==> src/rtl/gcd_job_feeder.sv <==
`default_nettype none
// ============================================================================
//  Module   : gcd_job_feeder
//  Function : Buffers operand pairs from a valid/ready stream, issues each one
//             to a GCD core through its rst/start/rdy handshake (with a
//             timeout guard) and returns results, in input order, on a
//             valid/ready stream.
//  Options  : GCD_FEEDER_ABS_EN - popped operands are read as two's
//             complement and replaced by their absolute value.
//  Revision : 1.0  initial release
// ============================================================================
module gcd_job_feeder #(
   parameter int unsigned NBits      = 16,
   parameter int unsigned DEPTH      = 4,
   parameter int unsigned MAX_CYCLES = 64
) (
   input  logic             clk,
   input  logic             rst,
   input  logic             in_valid,
   output logic             in_ready,
   input  logic [NBits-1:0] in_x,
   input  logic [NBits-1:0] in_y,
   output logic             core_rst,
   output logic             core_start,
   output logic [NBits-1:0] core_xi,
   output logic [NBits-1:0] core_yi,
   input  logic [NBits-1:0] core_xo,
   input  logic             core_rdy,
   output logic             out_valid,
   input  logic             out_ready,
   output logic [NBits-1:0] out_gcd,
   output logic             out_err,
   output logic             busy
);

   localparam int AW = $clog2(DEPTH);
   localparam int CW = (MAX_CYCLES > 1) ? $clog2(MAX_CYCLES) : 1;
   localparam logic [AW:0]   PTR_ONE = (AW + 1)'(1);
   localparam logic [CW-1:0] CNT_ONE = CW'(1);
   localparam logic [CW-1:0] CNT_END = CW'(MAX_CYCLES - 1);

   localparam logic [1:0] ST_IDLE = 2'd0;
   localparam logic [1:0] ST_CLR  = 2'd1;
   localparam logic [1:0] ST_RUN  = 2'd2;
   localparam logic [1:0] ST_RESP = 2'd3;

   logic [NBits-1:0] mem_x_q [DEPTH];
   logic [NBits-1:0] mem_y_q [DEPTH];

   logic [AW:0]      wr_ptr_q, wr_ptr_d;
   logic [AW:0]      rd_ptr_q, rd_ptr_d;
   logic [1:0]       state_q,  state_d;
   logic [CW-1:0]    cnt_q,    cnt_d;
   logic [NBits-1:0] xi_q,     xi_d;
   logic [NBits-1:0] yi_q,     yi_d;
   logic [NBits-1:0] gcd_q,    gcd_d;
   logic             err_q,    err_d;

   logic             fifo_empty;
   logic             fifo_full;
   logic             push;
   logic [NBits-1:0] head_x_raw;
   logic [NBits-1:0] head_y_raw;
   logic [NBits-1:0] head_x;
   logic [NBits-1:0] head_y;

   // Pointers carry one wrap bit so full and empty are distinguishable.
   assign fifo_empty = (wr_ptr_q == rd_ptr_q);
   assign fifo_full  = (wr_ptr_q[AW] != rd_ptr_q[AW]) &&
                       (wr_ptr_q[AW-1:0] == rd_ptr_q[AW-1:0]);
   assign in_ready   = !fifo_full && !rst;
   assign push       = in_valid && in_ready;

   assign head_x_raw = mem_x_q[rd_ptr_q[AW-1:0]];
   assign head_y_raw = mem_y_q[rd_ptr_q[AW-1:0]];

`ifdef GCD_FEEDER_ABS_EN
   // The most negative value negates to itself and is then read as unsigned.
   assign head_x = head_x_raw[NBits-1] ? (~head_x_raw + NBits'(1)) : head_x_raw;
   assign head_y = head_y_raw[NBits-1] ? (~head_y_raw + NBits'(1)) : head_y_raw;
`else
   assign head_x = head_x_raw;
   assign head_y = head_y_raw;
`endif

   // Outputs are forced to their idle values for as long as rst is high.
   assign core_rst   = rst || (state_q == ST_CLR);
   assign core_start = !rst && (state_q == ST_RUN);
   assign core_xi    = xi_q;
   assign core_yi    = yi_q;
   assign out_valid  = !rst && (state_q == ST_RESP);
   assign out_gcd    = gcd_q;
   assign out_err    = err_q;
   assign busy       = !rst && ((state_q != ST_IDLE) || !fifo_empty);

   // Job sequencing and FIFO pointer updates.
   always_comb begin
      state_d  = state_q;
      cnt_d    = cnt_q;
      xi_d     = xi_q;
      yi_d     = yi_q;
      gcd_d    = gcd_q;
      err_d    = err_q;
      rd_ptr_d = rd_ptr_q;
      wr_ptr_d = wr_ptr_q;
      if (push) begin
         wr_ptr_d = wr_ptr_q + PTR_ONE;
      end
      case (state_q)
         ST_IDLE: begin
            if (!fifo_empty) begin
               rd_ptr_d = rd_ptr_q + PTR_ONE;
               xi_d     = head_x;
               yi_d     = head_y;
               // A zero operand never reaches the core; the result is 0.
               if ((head_x == '0) || (head_y == '0)) begin
                  gcd_d   = '0;
                  err_d   = 1'b0;
                  state_d = ST_RESP;
               end else begin
                  state_d = ST_CLR;
               end
            end
         end
         ST_CLR: begin
            cnt_d   = '0;
            state_d = ST_RUN;
         end
         ST_RUN: begin
            if (core_rdy) begin
               gcd_d   = core_xo;
               err_d   = 1'b0;
               state_d = ST_RESP;
            end else if (cnt_q == CNT_END) begin
               gcd_d   = '0;
               err_d   = 1'b1;
               state_d = ST_RESP;
            end else begin
               cnt_d = cnt_q + CNT_ONE;
            end
         end
         ST_RESP: begin
            if (out_ready) begin
               state_d = ST_IDLE;
            end
         end
         default: state_d = ST_IDLE;
      endcase
   end

   // Control and result registers; reset discards any in-flight job.
   always_ff @(posedge clk) begin
      if (rst) begin
         state_q  <= ST_IDLE;
         cnt_q    <= '0;
         xi_q     <= '0;
         yi_q     <= '0;
         gcd_q    <= '0;
         err_q    <= 1'b0;
         rd_ptr_q <= '0;
         wr_ptr_q <= '0;
      end else begin
         state_q  <= state_d;
         cnt_q    <= cnt_d;
         xi_q     <= xi_d;
         yi_q     <= yi_d;
         gcd_q    <= gcd_d;
         err_q    <= err_d;
         rd_ptr_q <= rd_ptr_d;
         wr_ptr_q <= wr_ptr_d;
      end
   end

   // FIFO storage; contents are don't-care while the pointers say empty.
   always_ff @(posedge clk) begin
      if (push) begin
         mem_x_q[wr_ptr_q[AW-1:0]] <= in_x;
         mem_y_q[wr_ptr_q[AW-1:0]] <= in_y;
      end
   end

endmodule
`default_nettype wire
==> config.mk <==
export PLATFORM = sky130hd
export DESIGN_NAME = gcd_job_feeder
export DESIGN_NICKNAME = d
export VERILOG_FILES = /design/src/rtl/gcd_job_feeder.sv
export SDC_FILE = /design/constraint.sdc
export NUM_CORES = 1
export LEC_CHECK = 0
export ABC_AREA = 1
export CAP_MARGIN = 15
export CORE_MARGIN = 8
export CORE_UTILIZATION = 40
export DETAILED_ROUTE_END_ITERATION = 6
export GPL_TIMING_DRIVEN = 0
export PLACE_DENSITY = 0.59
export SYNTH_ARGS = -nofsm -noshare
export SYNTH_HDL_FRONTEND = slang
export SYNTH_SLANG_ARGS = --single-unit
export TNS_END_PERCENT = 5
==> constraint.sdc <==
create_clock -name clk -period 7.75 [get_ports clk]
set_clock_uncertainty 0.2 [all_clocks]
set_input_delay 1.55 -clock clk [delete_from_list [all_inputs] [get_ports clk]]
set_output_delay 1.55 -clock clk [all_outputs]
set_load 0.1 [all_outputs]
==> results.yml, run 1 <==
outcome:
  status: "complete, no violations"
clocking:
  cts_tree: "yes"
  cts_sinks: 193
  cts-root-buf: "clkbuf_16"
  post_cts_resized: 0
  post_cts_buffers: 0
  clk_latency_ns: 0.43
  cts-buffers-inserted: 17
  htree_levels: 4
  clk_pin_slew_ns: 0.07
  ctsLongestPathBuffers: 2
  hold_buffers: 0
placed_design:
  finalWeightedCongestion: 0.7451
  place_hpwl_mm: 13.00
  dpl_cell_area_um2: 9164
  port_buffers: 106
  dp.cells: 1098
timing:
  worst_pin_slew_ns: 1.047
  fmax_mhz: 165.7
  period_needed_ns: 6.036
  relSlewSlack_pct: 30.00
  final-setup-viol-count: 0
  hold_violations: 0
  rsz0062_at_grt: "no"
  slew_viol_final: 0
  fin_setup_tns_ns: 0
  final.period_utilization_pct: 77.88
synth:
  ys_types: 25
  yosys.area.top_type_share_pct: 50.02
  ys_seq_area_share_pct: 66.95
  ys_warn_count: 0
  synth_top_area_cell: "edfxtp_1"
  synthCells: 754
  synth_area_leaders: "edfxtp_1, dfxtp_1, nand2_1"
  synth_nets: 818
  syn_area_per_cell_um2: 10.19
  async_flop_share_pct: 0
  ys.flop_type: "edfxtp_1"
  synth.cell_area_um2: 7685
  synth_seq_cells: 193
  synth-edff-count: 128
global_routing:
  grt_util_all_layers_pct: 16.00
  antenna_found_initial: 0
  grt_max_degree: 28
  grt_pass1_wl_mm: 29.24
  grt_pass1_vias: 5295
  grt_overflow: 0
floorplanning:
  io_pins: 107
  die_h_um: 154.6
  die_x_um: 154.6
  core_um2: 18770
  fp.dieArea_um2: 23900
  num_rows: 50
  start_util_pct: 40.95
worst_setup_path:
  startpoint: "rst"
  worstPathArrival_ns: 4.29
  setup.worst_path.start_class: "input pin"
  end_kind: "output port"
  regToRegStartpoint: "state_q[0]"
  critical_path_class: "input pin to output port"
  critical_path_required_ns: 6.00
  cp_max_fo: 10
drt:
  drtPass1Iterations: 5
  wirelength_mm: 18.86
  route.detailed.drc: 0
  routed_via_density: 4.911
  initialDrtViolationCount: 330
  routedWlPerCell_um: 16.69
  antenna_left: 0
  vias: 5549
power:
  p_per_area_nw_per_um2: 452.6
  p_leak_nw: 3.770
  switching_power_w: 0.002166
  pwr-share-comb_pct: 50.3
  p_seq_share_pct: 30.4
  pwr-share-clk_pct: 19.3
  irDropWorstVdd_uv: 244.2
  swShare_pct: 49.14
  internal-power_w: 0.002242
layout:
  diodes: 0
  fin_cells: 1130
  final_nets: 947
  final_common_cell: "nand2_1"
  final_cell_mix: "nand2_1, edfxtp_1, clkdlybuf4s50_1"
  utilization_pct: 51.89
  area.sequential_um2: 5145
  fillerInstances: 1685
  drive_above_1_share_pct: 7.031
  final_cell_area_um2: 9738
  multi_input_area_um2: 2197
  syn_to_final_growth_pct: 26.72
worst_hold_path:
  hold_class: "flop to flop"
  hold_path.startpoint: "cnt_q[1]"
flow_run:
  maxCapViolCount: 0
==> worst max-delay path, stage by stage <==
cell and delay (ns):
clkdlybuf4s50_1 0.55, inv_1 0.20, clkbuf_1 0.48, clkbuf_1 0.41
nand2_1 0.09, clkdlybuf4s50_1 0.99
==> kinds of logic after synthesis <==
kind of cell               after synthesis  synth area share, %
and+or+nand+nor                        359                19.11
DFF                                    193                66.95
AOI/OAI and AO/OA                      104                6.952
buffers and inverters                   84                4.852
adders and majority gates               11                1.791
xor gates and xnor gates                 3               0.3420
==> synthesized netlist by cell type, types with 3 or more instances <==
cell type	n
a21oi_1	58
dfxtp_1	65
clkbuf_1	17
edfxtp_1	128
ha_1	11
nand3_1	75
nor2_1	50
o21ai_0	41
buf_4	3
xnor2_1	3
buf_6	4
inv_1	43
nor3_1	3
nand4_1	4
nand2_1	223
o21a_1	3
buf_2	13
==> power by group through the flow <==
| stage | clock network (W) | logic (W) | registers (W) |
|---|---|---|---|
| 5_1_grt | 0.000906 | 0.00237 | 0.00136 |
| 6_report | 0.000853 | 0.00222 | 0.00134 |
| 3_5_place_dp | 0 | 0.00223 | 0.00136 |
| 4_1_cts | 0.000865 | 0.00223 | 0.00134 |
| 2_1_floorplan | 0 | 0.000804 | 0.00218 |
| 3_3_place_gp | 0 | 0.00221 | 0.00136 |
==> registers in the layout, indices dropped and copies added (netlist names), 2 cells and up, named ones only <==
signal / count
rd_ptr_q: 3
mem_y_q: 64
out_gcd: 16
cnt_q: 6
core_yi: 16
wr_ptr_q: 3
mem_x_q: 64
core_xi: 16
state_q: 2
==> metal layers <==
layer,vias to the layer above,routed length [um],GRT usage [%]
li1,2793,-,-
met1,2585,8547,20.06
met2,152,8996,26.20
met3,19,1035,4.374
met4,0,283,5.460
met5,-,0,0
==> layout make-up <==
class / instances / area share (%)
Clock inverter: 15 / 1.529
Multi-Input combinational cell: 477 / 22.56
Timing Repair Buffer: 110 / 11.87
Tap cell: 234 / 3.007
Inverter: 46 / 1.773
Clock buffer: 17 / 4.368
Sequential cell: 193 / 52.83
Buffer: 38 / 2.056
==> per-stage QoR <==
stage                     hold slack (ns)  setup WS (ns)  power, W
final                              0.2825          1.714  0.004408
after floorplan                    0.2426          3.000  0.002985
after global placement             0.2524          1.739  0.003572
after CTS                          0.2801          1.726  0.004438
after detailed placement           0.2628          1.704  0.003589
after global routing               0.3099          1.508  0.004636
==> worst paths after layout <==
kind                end  slack (ns)  cells past startpoint
min reg2reg    cnt_q[1]        0.28                      2
max reg2reg  out_gcd[3]        5.28                     13
max            core_rst        1.71                      6
min            cnt_q[1]        0.28                      2
Note: power is estimated with default switching activity, not from simulation.
==> inputs of run 2 (changes only) <==
- PLACE_DENSITY: 0.59 -> 0.62
- clock period: 7.75 -> 5.2 ns (I/O delays scaled with it)
==> results.yml, run 2 (same netlist as run 1, synthesis figures left out) <==
outcome:
  status: "complete, no violations"
clocking:
  cts_tree: "yes"
  cts-root-buf: "clkbuf_16"
  post_cts_buffers: 0
  cts_sinks: 193
  hold_buffers: 0
  cts-buffers-inserted: 17
  ctsLongestPathBuffers: 2
  clk_latency_ns: 0.43
  post_cts_resized: 0
  clk_pin_slew_ns: 0.07
  htree_levels: 4
worst_hold_path:
  hold_class: "flop to flop"
  hold_path.startpoint: "rd_ptr_q[2]"
worst_setup_path:
  cp_top_family: "buffers and inverters"
  worstPathArrival_ns: 3.30
  end_kind: "output port"
  cpMostUsedCell: "clkbuf_1"
  critPathMaxStageDelay_ns: 0.75
  endpoint: "core_rst"
  cp.depth: 6
  setup.worst_path.start_class: "input pin"
  r2r_slack_ns: 2.72
  critical_path_required_ns: 3.96
  cp_max_fo: 10
  slowest_stage: "dlymetal6s2s_1"
  rr_worst_depth: 12
  startpoint: "rst"
  critical_path_class: "input pin to output port"
  path_buf_inv: 5
  worstReg2RegEnd: "out_gcd[1]"
  worstPathCellList: "clkdlybuf4s50_1, inv_1, clkbuf_1, clkbuf_1, nand2_1, dlymetal6s2s_1"
placed_design:
  place_hpwl_mm: 13.23
  dpl_cell_area_um2: 9156
  dp.cells: 1098
  finalWeightedCongestion: 0.7547
  port_buffers: 106
global_routing:
  grt_pass1_vias: 5477
  grt_pass1_wl_mm: 29.85
  grt_overflow: 0
  grt_max_degree: 24
  antenna_found_initial: 0
  grt_util_all_layers_pct: 16.13
timing:
  final-setup-viol-count: 0
  slew_viol_final: 0
  period_needed_ns: 4.542
  relSlewSlack_pct: 32.36
  final.period_utilization_pct: 87.35
  fmax_mhz: 220.2
  worst_pin_slew_ns: 1.011
  rsz0062_at_grt: "no"
  hold_violations: 0
floorplanning:
  num_rows: 50
  io_pins: 107
  fp.dieArea_um2: 23900
  start_util_pct: 40.95
  die_h_um: 154.6
  die_x_um: 154.6
  core_um2: 18770
power:
  p_per_area_nw_per_um2: 680.1
  irDropWorstVdd_uv: 336.6
  finalPower_w: 0.006645
  p_leak_nw: 3.780
drt:
  route.detailed.drc: 0
  drtPass1Iterations: 4
  routedWlPerCell_um: 16.71
  initialDrtViolationCount: 349
  routed_via_density: 4.950
  vias: 5593
  wirelength_mm: 18.88
  antenna_left: 0
layout:
  final_common_cell: "nand2_1"
  fillerInstances: 1697
  diodes: 0
  drive_above_1_share_pct: 6.920
  final_cell_area_um2: 9771
  syn_to_final_growth_pct: 27.14
  final_nets: 947
  fin_cells: 1130
  final_cell_mix: "nand2_1, edfxtp_1, clkdlybuf4s50_1"
flow_run:
  maxCapViolCount: 0
## run 2: cell count changes in the layout (fill, tap and decap cells not counted), moves of 2 or more
cell	delta
bufinv_16	+2
clkbuf_1	+2
clkinv_4	-2
clkinvlp_4	+2
inv_6	-2
inv_8	-2
## run 2: how the worst min path moves through the flow
stage,end,cells past startpoint
CTS,cnt_q[0],1
finish,rd_ptr_q[2],1
floorplan,rd_ptr_q[2],1
global placement,rd_ptr_q[2],1
detailed placement,rd_ptr_q[2],1
global route,out_gcd[10],2
## run 2: power breakdown
group / total, W / switching (W) / leakage (nW) / internal [W]
registers: 0.00201 / 0.000142 / 1.70 / 0.00187
logic: 0.00329 / 0.00249 / 1.80 / 0.000796
clock network: 0.00135 / 0.000579 / 0.285 / 0.000767
## run 2: per-layer routing
layer	GRT usage [%]	up-vias	share of wire, %
met5	0	-	0
met4	5.040	0	1.2
met3	3.009	16	5.1
met2	26.68	149	49
met1	21.06	2626	45
li1	-	2802	-
## run 2: through the flow
step	worst slack [ns]	utilization, %	hold slack [ns]	setup TNS [ns]
4_1_cts	0.1602	52.05	0.2785	0
2_1_floorplan	0.9598	-	0.2426	0
5_1_grt	0.4781	52.06	0.3106	0
3_5_place_dp	0.1857	48.79	0.2673	0
3_3_place_gp	-0.3386	48.16	0.2561	-29.28
6_report	0.6579	52.06	0.2745	0
## run 2: layout make-up
class / count / area [um2] / share of cell area (%)
inverter: 46 / 172.7 / 1.767
sequential: 193 / 5145 / 52.66
timing repair buffer: 110 / 1151 / 11.78
tap: 234 / 292.8 / 2.997
multi-input combinational: 477 / 2197 / 22.49
clock inverter: 13 / 178.9 / 1.831
buffer: 38 / 200.2 / 2.049
clock buffer: 19 / 432.9 / 4.431
==> inputs of run 3 (changes only) <==
- ABC_AREA: 1 -> unset
- PLACE_DENSITY: 0.62 -> 0.6
- clock period: 5.2 -> 4.4 ns (I/O delays scaled with it)
==> results.yml, run 3 <==
outcome:
  status: "complete, no violations"
worst_setup_path:
  path_buf_inv: 3
  critical_path_class: "input pin to output port"
  cp_max_fo: 10
  cp_top_family: "buffers and inverters"
  cpMostUsedCell: "clkdlybuf4s50_1"
  slowest_stage: "clkdlybuf4s50_1"
  setup.worst_path.start_class: "input pin"
  end_kind: "output port"
  worstPathArrival_ns: 3.22
  critical_path_required_ns: 3.32
  r2r_slack_ns: 1.36
  critPathMaxStageDelay_ns: 1.14
  worstPathCellList: "clkdlybuf4s50_1, clkbuf_1, or2_2, clkdlybuf4s50_1"
synth:
  async_flop_share_pct: 0
  synth_top_area_cell: "edfxtp_1"
  synth_seq_cells: 193
  ys_warn_count: 0
  syn_area_per_cell_um2: 15.03
  synth.most_common_cell: "edfxtp_1"
  synth-edff-count: 128
  synth_nets: 559
  synth.cell_area_um2: 7441
  ys.flop_type: "edfxtp_1"
  synthTopCellsByCount: "edfxtp_1, nand2_1, dfxtp_1"
  yosys.area.top_type_share_pct: 51.66
  synth_area_leaders: "edfxtp_1, dfxtp_1, mux4_2"
  ys_seq_area_share_pct: 69.14
  ys_types: 40
  synthCells: 495
floorplanning:
  die_h_um: 152.4
  core_um2: 18460
  start_util_pct: 40.32
  fp.dieArea_um2: 23220
  die_x_um: 152.4
  num_rows: 50
  io_pins: 107
layout:
  final_common_cell: "edfxtp_1"
  diodes: 0
  final_nets: 688
  syn_to_final_growth_pct: 27.26
  final_cell_mix: "edfxtp_1, clkdlybuf4s50_1, nand2_1"
  fillerInstances: 1540
  drive_above_1_share_pct: 13.19
  final_cell_area_um2: 9469
drt:
  wirelength_met1_mm: 7.170
  route.detailed.drc: 0
  vias: 4451
  antenna_left: 0
  dr_wl_met3_um: 989
  routedWlPerCell_um: 19.03
  routed_via_density: 5.110
  drtPass1Iterations: 4
  top_layer: "met4"
  initialDrtViolationCount: 189
  wirelength_mm: 16.58
  route.met2.wl_mm: 8.177
timing:
  final.period_utilization_pct: 97.78
  fmax_mhz: 232.4
  fin_setup_tns_ns: 0
  rsz0062_at_grt: "no"
  worst_pin_slew_ns: 1.034
  final-setup-viol-count: 0
  setup_ws_ns: 0.09762
  period_needed_ns: 4.302
  slew_viol_final: 0
  fin_hold_ws_ns: 0.2587
  hold_violations: 0
  relSlewSlack_pct: 30.83
clocking:
  cts_tree: "yes"
  ctsLongestPathBuffers: 2
  cts-buffers-inserted: 17
  clk_latency_ns: 0.44
  cts_sinks: 193
  clk_pin_slew_ns: 0.07
  hold_buffers: 0
  cts-root-buf: "clkbuf_16"
  post_cts_resized: 0
  post_cts_buffers: 0
  htree_levels: 4
placed_design:
  port_buffers: 106
  finalWeightedCongestion: 0.7764
  place_hpwl_mm: 11.65
  dpl_cell_area_um2: 8880
  dpl_worst_slack_ns: 0.1078
power:
  internal-power_w: 0.003538
  pwr-share-comb_pct: 38.0
  irDropWorstVdd_uv: 513.0
  p_leak_nw: 3.115
  switching_power_w: 0.002431
  p_seq_share_pct: 36.9
  p_per_area_nw_per_um2: 630.4
  swShare_pct: 40.73
  pwr-share-clk_pct: 25.1
flow_run:
  maxCapViolCount: 0
global_routing:
  antenna_found_initial: 0
  grt_pass1_wl_mm: 26.05
  grt_max_degree: 31
  grt_overflow: 0
  grt_util_all_layers_pct: 14.67
  grt_pass1_vias: 4676
worst_hold_path:
  hold_class: "flop to flop"
==> run 3: changes by cell type in the layout (fill, tap and decap cells not counted), moves of 6 or more <==
cell / change
buf_2: -9
inv_1: -36
clkbuf_1: -7
nor2_1: -33
a21oi_1: -23
o21ai_0: -40
mux4_2: +28
nand2_1: -119
nand3_1: -70
mux2i_1: +17
xor2_1: +6
==> run 3: worst register-to-register path: stages, from the launching register on <==
cell and delay [ns]:
dfxtp_1 0.33, buf_6 0.15, buf_12 0.17, mux4_2 0.56, nor4_1 0.44, nand4_1 0.28, a31oi_1 0.29, buf_6 0.20
buf_12 0.16, mux2i_1 0.20
==> run 3: cells by family after synthesis <==
| group | count (synthesis) | share of synthesized area (%) |
|---|---|---|
| DFF | 193 | 69.14 |
| and+or+nand+nor | 149 | 8.845 |
| AOI/OAI and AO/OA | 50 | 3.800 |
| muxes | 49 | 12.17 |
| buffers and inverters | 31 | 2.775 |
| xor gates and xnor gates | 12 | 1.412 |
| adders and majority gates | 11 | 1.850 |
==> run 3: final timing paths <==
path,startpoint,end,cells after the start
setup / recovery,rst,core_rst,4
hold reg to reg,core_xi[14],core_xi[14],2
hold / removal,core_xi[14],core_xi[14],2
setup reg to reg,flop,out_gcd[15],9
==> run 3: area by class of cell <==
class	instances	area, um2	area share, %
tap	234	292.8	3.092
buffer	23	176.4	1.863
inverter	8	30.03	0.3171
multi-input combinational	271	2095	22.12
clock buffer	17	425.4	4.493
sequential	193	5145	54.33
clock inverter	15	163.9	1.731
timing repair buffer	110	1141	12.05
==> run 3: stage by stage <==
step                      std cells  power, W  util (%)
final                           871  0.005970     51.31
after floorplan                 495  0.003931         -
after CTS                       871  0.006035     51.31
after global placement          835  0.004491     47.65
after detailed placement        839  0.004525     48.12
after global routing            871  0.006227     51.31
==> run 3: power groups by stage <==
stage | Combinational (W) | Clock [W] | Sequential (W)
4_1_cts | 0.00229 | 0.00154 | 0.00220
3_3_place_gp | 0.00225 | 0 | 0.00224
6_report | 0.00227 | 0.00150 | 0.00220
3_5_place_dp | 0.00228 | 0 | 0.00224
5_1_grt | 0.00240 | 0.00161 | 0.00222
2_1_floorplan | 0.000899 | 0 | 0.00303
==> run 3: metal layers <==
layer	vias up	GRT usage (%)
met4	0	5.093
met5	-	0
met2	122	24.89
met3	18	4.623
li1	2084	-
met1	2227	17.31
